===== config.mk =====
export PLATFORM = sky130hd
export DESIGN_NAME = dmem_access_arbiter
export DESIGN_NICKNAME = d
export VERILOG_FILES = /design/src/rtl/dmem_access_arbiter.sv
export SDC_FILE = /design/constraint.sdc
export NUM_CORES = 1
export LEC_CHECK = 0
export BUFFER_PORTS_ARGS = -buffer_cell sky130_fd_sc_hd__buf_2
export CAP_MARGIN = 20
export CORE_MARGIN = 5
export CORE_UTILIZATION = 40
export DETAILED_ROUTE_END_ITERATION = 10
export PLACE_DENSITY_LB_ADDON = 0.08
export SETUP_SLACK_MARGIN = 0.2
export SKIP_CTS_REPAIR_TIMING = 1
export SYNTH_ARGS = -nofsm -noshare
export SYNTH_HDL_FRONTEND = slang
export SYNTH_SLANG_ARGS = --single-unit

===== constraint.sdc =====
create_clock -name clk -period 2.47 [get_ports clk]
set_input_delay 0.1235 -clock clk [delete_from_list [all_inputs] [get_ports clk]]
set_output_delay 0.1235 -clock clk [all_outputs]
set_load 0.005 [all_outputs]

===== src/rtl/dmem_access_arbiter.sv =====
// rtl/dmem_access_arbiter.sv - shares single-port dmem between the core data bus and the host CSR window
// Core has default priority; a saturating host wait counter forces a host grant after HOST_MAX_WAIT cycles.
module dmem_access_arbiter #(
  parameter int ADDR_WIDTH    = 12,
  parameter int HOST_MAX_WAIT = 8
) (
  input  logic                  clk,
  input  logic                  reset,
  input  logic [31:0]           cpu_addr,
  input  logic                  cpu_write,
  input  logic                  cpu_read,
  input  logic [31:0]           cpu_writedata,
  input  logic [3:0]            cpu_be,
  output logic [31:0]           cpu_readdata,
  output logic                  cpu_waitreq,
  input  logic [ADDR_WIDTH-1:0] host_addr,
  input  logic                  host_write,
  input  logic                  host_read,
  input  logic [31:0]           host_writedata,
  output logic [31:0]           host_readdata,
  output logic                  host_waitreq,
  output logic [ADDR_WIDTH-1:0] mem_addr,
  output logic                  mem_wr,
  output logic [3:0]            mem_be,
  output logic [31:0]           mem_wdata,
  input  logic [31:0]           mem_rdata,
  output logic                  host_starve
);

  typedef enum logic {IDLE, RD_DATA} state_t;
  typedef enum logic {OWN_CPU, OWN_HOST} owner_t;

  localparam logic [7:0] MAX_WAIT = 8'(HOST_MAX_WAIT);

  state_t                state, state_nxt;
  owner_t                rd_owner, rd_owner_nxt;
  logic [7:0]            wait_cnt, wait_cnt_nxt;
  logic [ADDR_WIDTH-1:0] addr_q;
  logic [31:0]           wdata_q;
  logic [3:0]            be_q;
  logic                  cpu_req, host_req;
  logic                  host_win, cpu_win, host_done;
  logic                  unused_addr_bits;

  assign unused_addr_bits = ^{cpu_addr[31:ADDR_WIDTH+2], cpu_addr[1:0]};

  assign cpu_req  = cpu_read | cpu_write;
  assign host_req = host_read | host_write;

  // Read data is a plain pass-through; only the owner's RD_DATA cycle makes it valid.
  assign cpu_readdata  = mem_rdata;
  assign host_readdata = mem_rdata;

  always_comb begin
    state_nxt    = state;
    rd_owner_nxt = rd_owner;
    host_win     = 1'b0;
    cpu_win      = 1'b0;
    host_done    = 1'b0;
    mem_wr       = 1'b0;
    mem_addr     = addr_q;
    mem_be       = be_q;
    mem_wdata    = wdata_q;
    cpu_waitreq  = cpu_req;
    host_waitreq = host_req;

    if (!reset) begin
      case (state)
        IDLE: begin
          host_win = host_req && (!cpu_req || host_starve);
          cpu_win  = cpu_req && !host_win;
          if (host_win) begin
            mem_addr  = host_addr;
            mem_be    = 4'hF;
            mem_wdata = host_writedata;
            if (host_write) begin
              mem_wr       = 1'b1;
              host_waitreq = 1'b0;
              host_done    = 1'b1;
            end else begin
              state_nxt    = RD_DATA;
              rd_owner_nxt = OWN_HOST;
            end
          end else if (cpu_win) begin
            mem_addr  = cpu_addr[ADDR_WIDTH+1:2];
            mem_be    = cpu_be;
            mem_wdata = cpu_writedata;
            if (cpu_write) begin
              mem_wr      = 1'b1;
              cpu_waitreq = 1'b0;
            end else begin
              state_nxt    = RD_DATA;
              rd_owner_nxt = OWN_CPU;
            end
          end
        end
        RD_DATA: begin
          state_nxt = IDLE;
          if (rd_owner == OWN_HOST) begin
            host_waitreq = 1'b0;
            host_done    = 1'b1;
          end else begin
            cpu_waitreq = 1'b0;
          end
        end
        default: state_nxt = IDLE;
      endcase
    end

    if (!host_req || host_done) begin
      wait_cnt_nxt = 8'd0;
    end else if (wait_cnt < MAX_WAIT) begin
      wait_cnt_nxt = wait_cnt + 8'd1;
    end else begin
      wait_cnt_nxt = wait_cnt;
    end
  end

  always_ff @(posedge clk) begin
    if (reset) begin
      state       <= IDLE;
      rd_owner    <= OWN_CPU;
      wait_cnt    <= 8'd0;
      host_starve <= 1'b0;
      addr_q      <= '0;
      wdata_q     <= 32'd0;
      be_q        <= 4'd0;
    end else begin
      state       <= state_nxt;
      rd_owner    <= rd_owner_nxt;
      wait_cnt    <= wait_cnt_nxt;
      host_starve <= (wait_cnt_nxt == MAX_WAIT);
      addr_q      <= mem_addr;
      wdata_q     <= mem_wdata;
      be_q        <= mem_be;
    end
  end

endmodule


==> out/summary.md <==
Yosys
* 3905 sq um — Post-Syn Area
* dfxtp_1 30%, o221a_1 14%, buf_4 13% — top cells by area in the synthesized netlist
* 0 — synthesis warning total
* 0.3025 — share of the synthesized area in the top cell type
* 67 x buf_4, 59 x dfxtp_1, 47 x o221a_1, 44 x a221o_1, 43 x o21a_1 — most instantiated cells after synthesis
* 559 — post-synth net total
* dfxtp_1 — Primary FF master, synth
* dfxtp_1 — cell accounting for the most synthesized area
* 0 — ys async rst share
* 9.571 sq um — Syn Area/Cell
* 59 — flops & latches, synth
* buf_4 — library cell with the highest instance count after synthesis
* 408 — post-synthesis instance total
* 0 — number of enable flip-flop cells after synthesis
* 0.3025 — proportion of synthesized chip area in sequential cells
* 44 — number of different library cells in the post-synthesis netlist

Pwr
* 1775 uW — internal power summed over all cells
* 0.427 — part of the total power dissipated in sequential elements
* 0.310 — Clk network pwr share
* 2493 uW — final total power
* 235.2 uV — Max IR drop VDD
* 564.2 nW/um^2 — P per Cell Area
* 0.263 — combinational group share of total power
* 0.001883 uW — Lkg Pwr
* 718.1 uW — Net Switching
* 0.2880 — switching portion of total power

STA
* 0 ns — Setup TNS Final
* 2.100 ns — min cycle time layout
* 0.004644 ns — largest clock skew in the final design
* 0 — final count of hold timing violations
* 0.7092 ns — actual slew at the worst max-slew pin
* 0 — count of final max-slew check failures
* 0.5240 — worst slew margin relative to its limit
* 0.06773 ns — hold slack final
* false — setup repair after global routing missed its margin
* 0.8502 — post-route fraction of the period consumed by the critical path
* 0 — setup violation total in the final timing report
* 0.4762 GHz — maximum clock frequency

Die
* 108.8 microns — overall die height
* 108.8 microns — floorplan die width
* 11840 sq um — full die area
* 9639 sq um — Core Region
* 266 — number of top-level pins
* 36 — Cell Rows
* 0.4051 — starting density of the core

Critical path
* wdata_q[11] — capture instance of the worst register-to-register path
* dfxtp_1 — critical-path cell with the highest stage delay
* 1.98 ns — data arrival time of the worst path
* primary output — CP Capture Type
* 17 — worst-path fanout max
* buf_4 — Top cell by count, worst path
* host_starve — Reg2Reg Launch Point
* or2_4 -> a21oi_4 -> buf_4 -> buf_4 -> nor2b_1 -> a221o_1 -> buf_2 — crit path cell chain
* register — critical path launch point type
* 4 — R2R depth
* register to primary output — category of the critical setup timing path
* 2.35 ns — Required @ worst endpoint
* 0.69 ns — Reg2Reg Setup Slack
* 0.32 ns — Critical Path Max Stage Delay

Drt
* 17.68 microns — Avg WL per Cell
* 4660 microns — M1 WL
* 847 microns — met3 wire len
* 10870 microns — wire length reported by the detailed router
* 154 — DRC marker count from the first detailed-route iteration
* 3415 — total vias in the final route
* 0 — DRC
* 4 — first-pass detailed-route iteration total
* 5.553 — via/cell ratio
* 5170 microns — length of routed met2 wiring
* 0 — remaining antenna violation count
* met4 — uppermost signal routing layer after detailed routing

Final layout
* 630 — number of nets in the final layout
* 615 — Final Non-Filler Cells
* 13.17% — layout-stage area growth over the synthesis result
* 0 — number of diodes added for antenna fixing
* 0.3900 — proportion of layout cells with a drive suffix above 1
* 0.4585 — Layout Utilization

Clock network
* 3 — number of H-tree levels
* 0.33 ns — latest clock arrival within the worst-skew pair
* 59 — clock sink count
* 2 — buffers from clock root to sink, at most
* 0.07 ns — clock-pin slew of the registers on the worst-case setup and hold paths
* built — CTS tree
* 9 — number of buffers added by the clock tree synthesis step
* clkbuf_8 — library cell used as clock root buffer

GRT
* 0 — antenna violations before repair
* 45 — maximum number of pins on one net before global-route repair
* 0.1822 — total global routing track utilization
* 17370 microns — first-pass GRT wire length
* 3534 — number of global-route vias before repair
* 0 — overflow left after global routing

Min path
* primary input to register — type of the tightest min-delay check
* 2 — worst hold path cell count
* addr_q[1] — hold-critical path endpoint
* host_addr[1] — beginning of the worst hold path

Flow run
* 0 — number of maximum-capacitance constraint violations

Place
* 601 — number of placed instances, taps included
* 0.7571 — final estimated routing congestion in global placement
* 149 — PortBufs
* 7503 microns — HPWL Detailed

Status
* finished clean — run status

[through the flow]
step	instance area (sq um)	setup slack, ns
after CTS	4418	0.08799
after global routing	4419	0.2491
after detailed placement	4252	0.3712
after global placement	4232	0.3425
after floorplan	3905	1.019
final	4419	0.3700
[power by group through the flow]
stage	logic [uW]	clock network, uW	registers (uW)
global placement	660	0	1080
floorplan	488	0	1080
global route	728	854	1070
detailed placement	664	0	1080
CTS	666	813	1060
finish	656	773	1060
[critical path: cells and delay by family (launching register included)]
| kind | cells | cell delay [ns] |
|---|---|---|
| AO/OA/AOI/OAI | 2 | 0.39 |
| buffers and inverters | 3 | 0.60 |
| flip-flops | 1 | 0.32 |
| AND/OR/NAND/NOR | 2 | 0.34 |
[logic make-up after synthesis]
group | after synthesis | synth area share
xor+xnor | 2 | 0.004487
flops | 59 | 0.3025
fa+ha+maj | 1 | 0.003204
compound gates | 162 | 0.3823
buf+inv | 105 | 0.1871
simple gates | 79 | 0.1205
[metal layers]
layer	up-vias	track usage
met5	-	0
met4	0	0.05140
met3	29	0.05743
met2	109	0.3080
li1	1637	-
met1	1640	0.2227
[state kept, by name, indices dropped and copies added, names as in the netlist]
| register | flops |
|---|---|
| state | 1 |
| addr_q | 12 |
| host_starve | 1 |
| wait_cnt | 8 |
| be_q | 4 |
| rd_owner | 1 |
| wdata_q | 32 |
[cell type report]
class,count,area [sq um]
multi-input combinational,244,2024
clock inverter,3,15.01
clock buffer,11,151.4
tap,133,166.4
inverter,6,22.52
fill,998,5220
sequential,59,1181
timing repair buffer,159,858.3
[cell usage in the layout (no fill, tap or decap), types with 3 or more instances in the layout]
cell	count
buf_12	3
nand2_1	4
o22a_1	4
and2b_1	4
a21oi_1	4
o21ai_0	4
nor2b_1	41
clkinv_2	3
inv_1	5
buf_4	7
a221o_1	44
buf_2	149
clkbuf_8	11
nor2_1	14
o21a_1	43
dfxtp_1	59
o221a_1	47
[worst max path at each step]
stage,start,end,slack [ns],depth (start not counted)
after floorplan,state,mem_wdata[10],1.02,6
after global placement,host_write,mem_wdata[22],0.34,6
after detailed placement,host_write,mem_wdata[31],0.37,6
after CTS,state,mem_wdata[31],0.09,5
after global routing,state,mem_wdata[27],0.25,7
final,state,mem_wdata[29],0.37,7
Power figures use the tool's default switching activity.
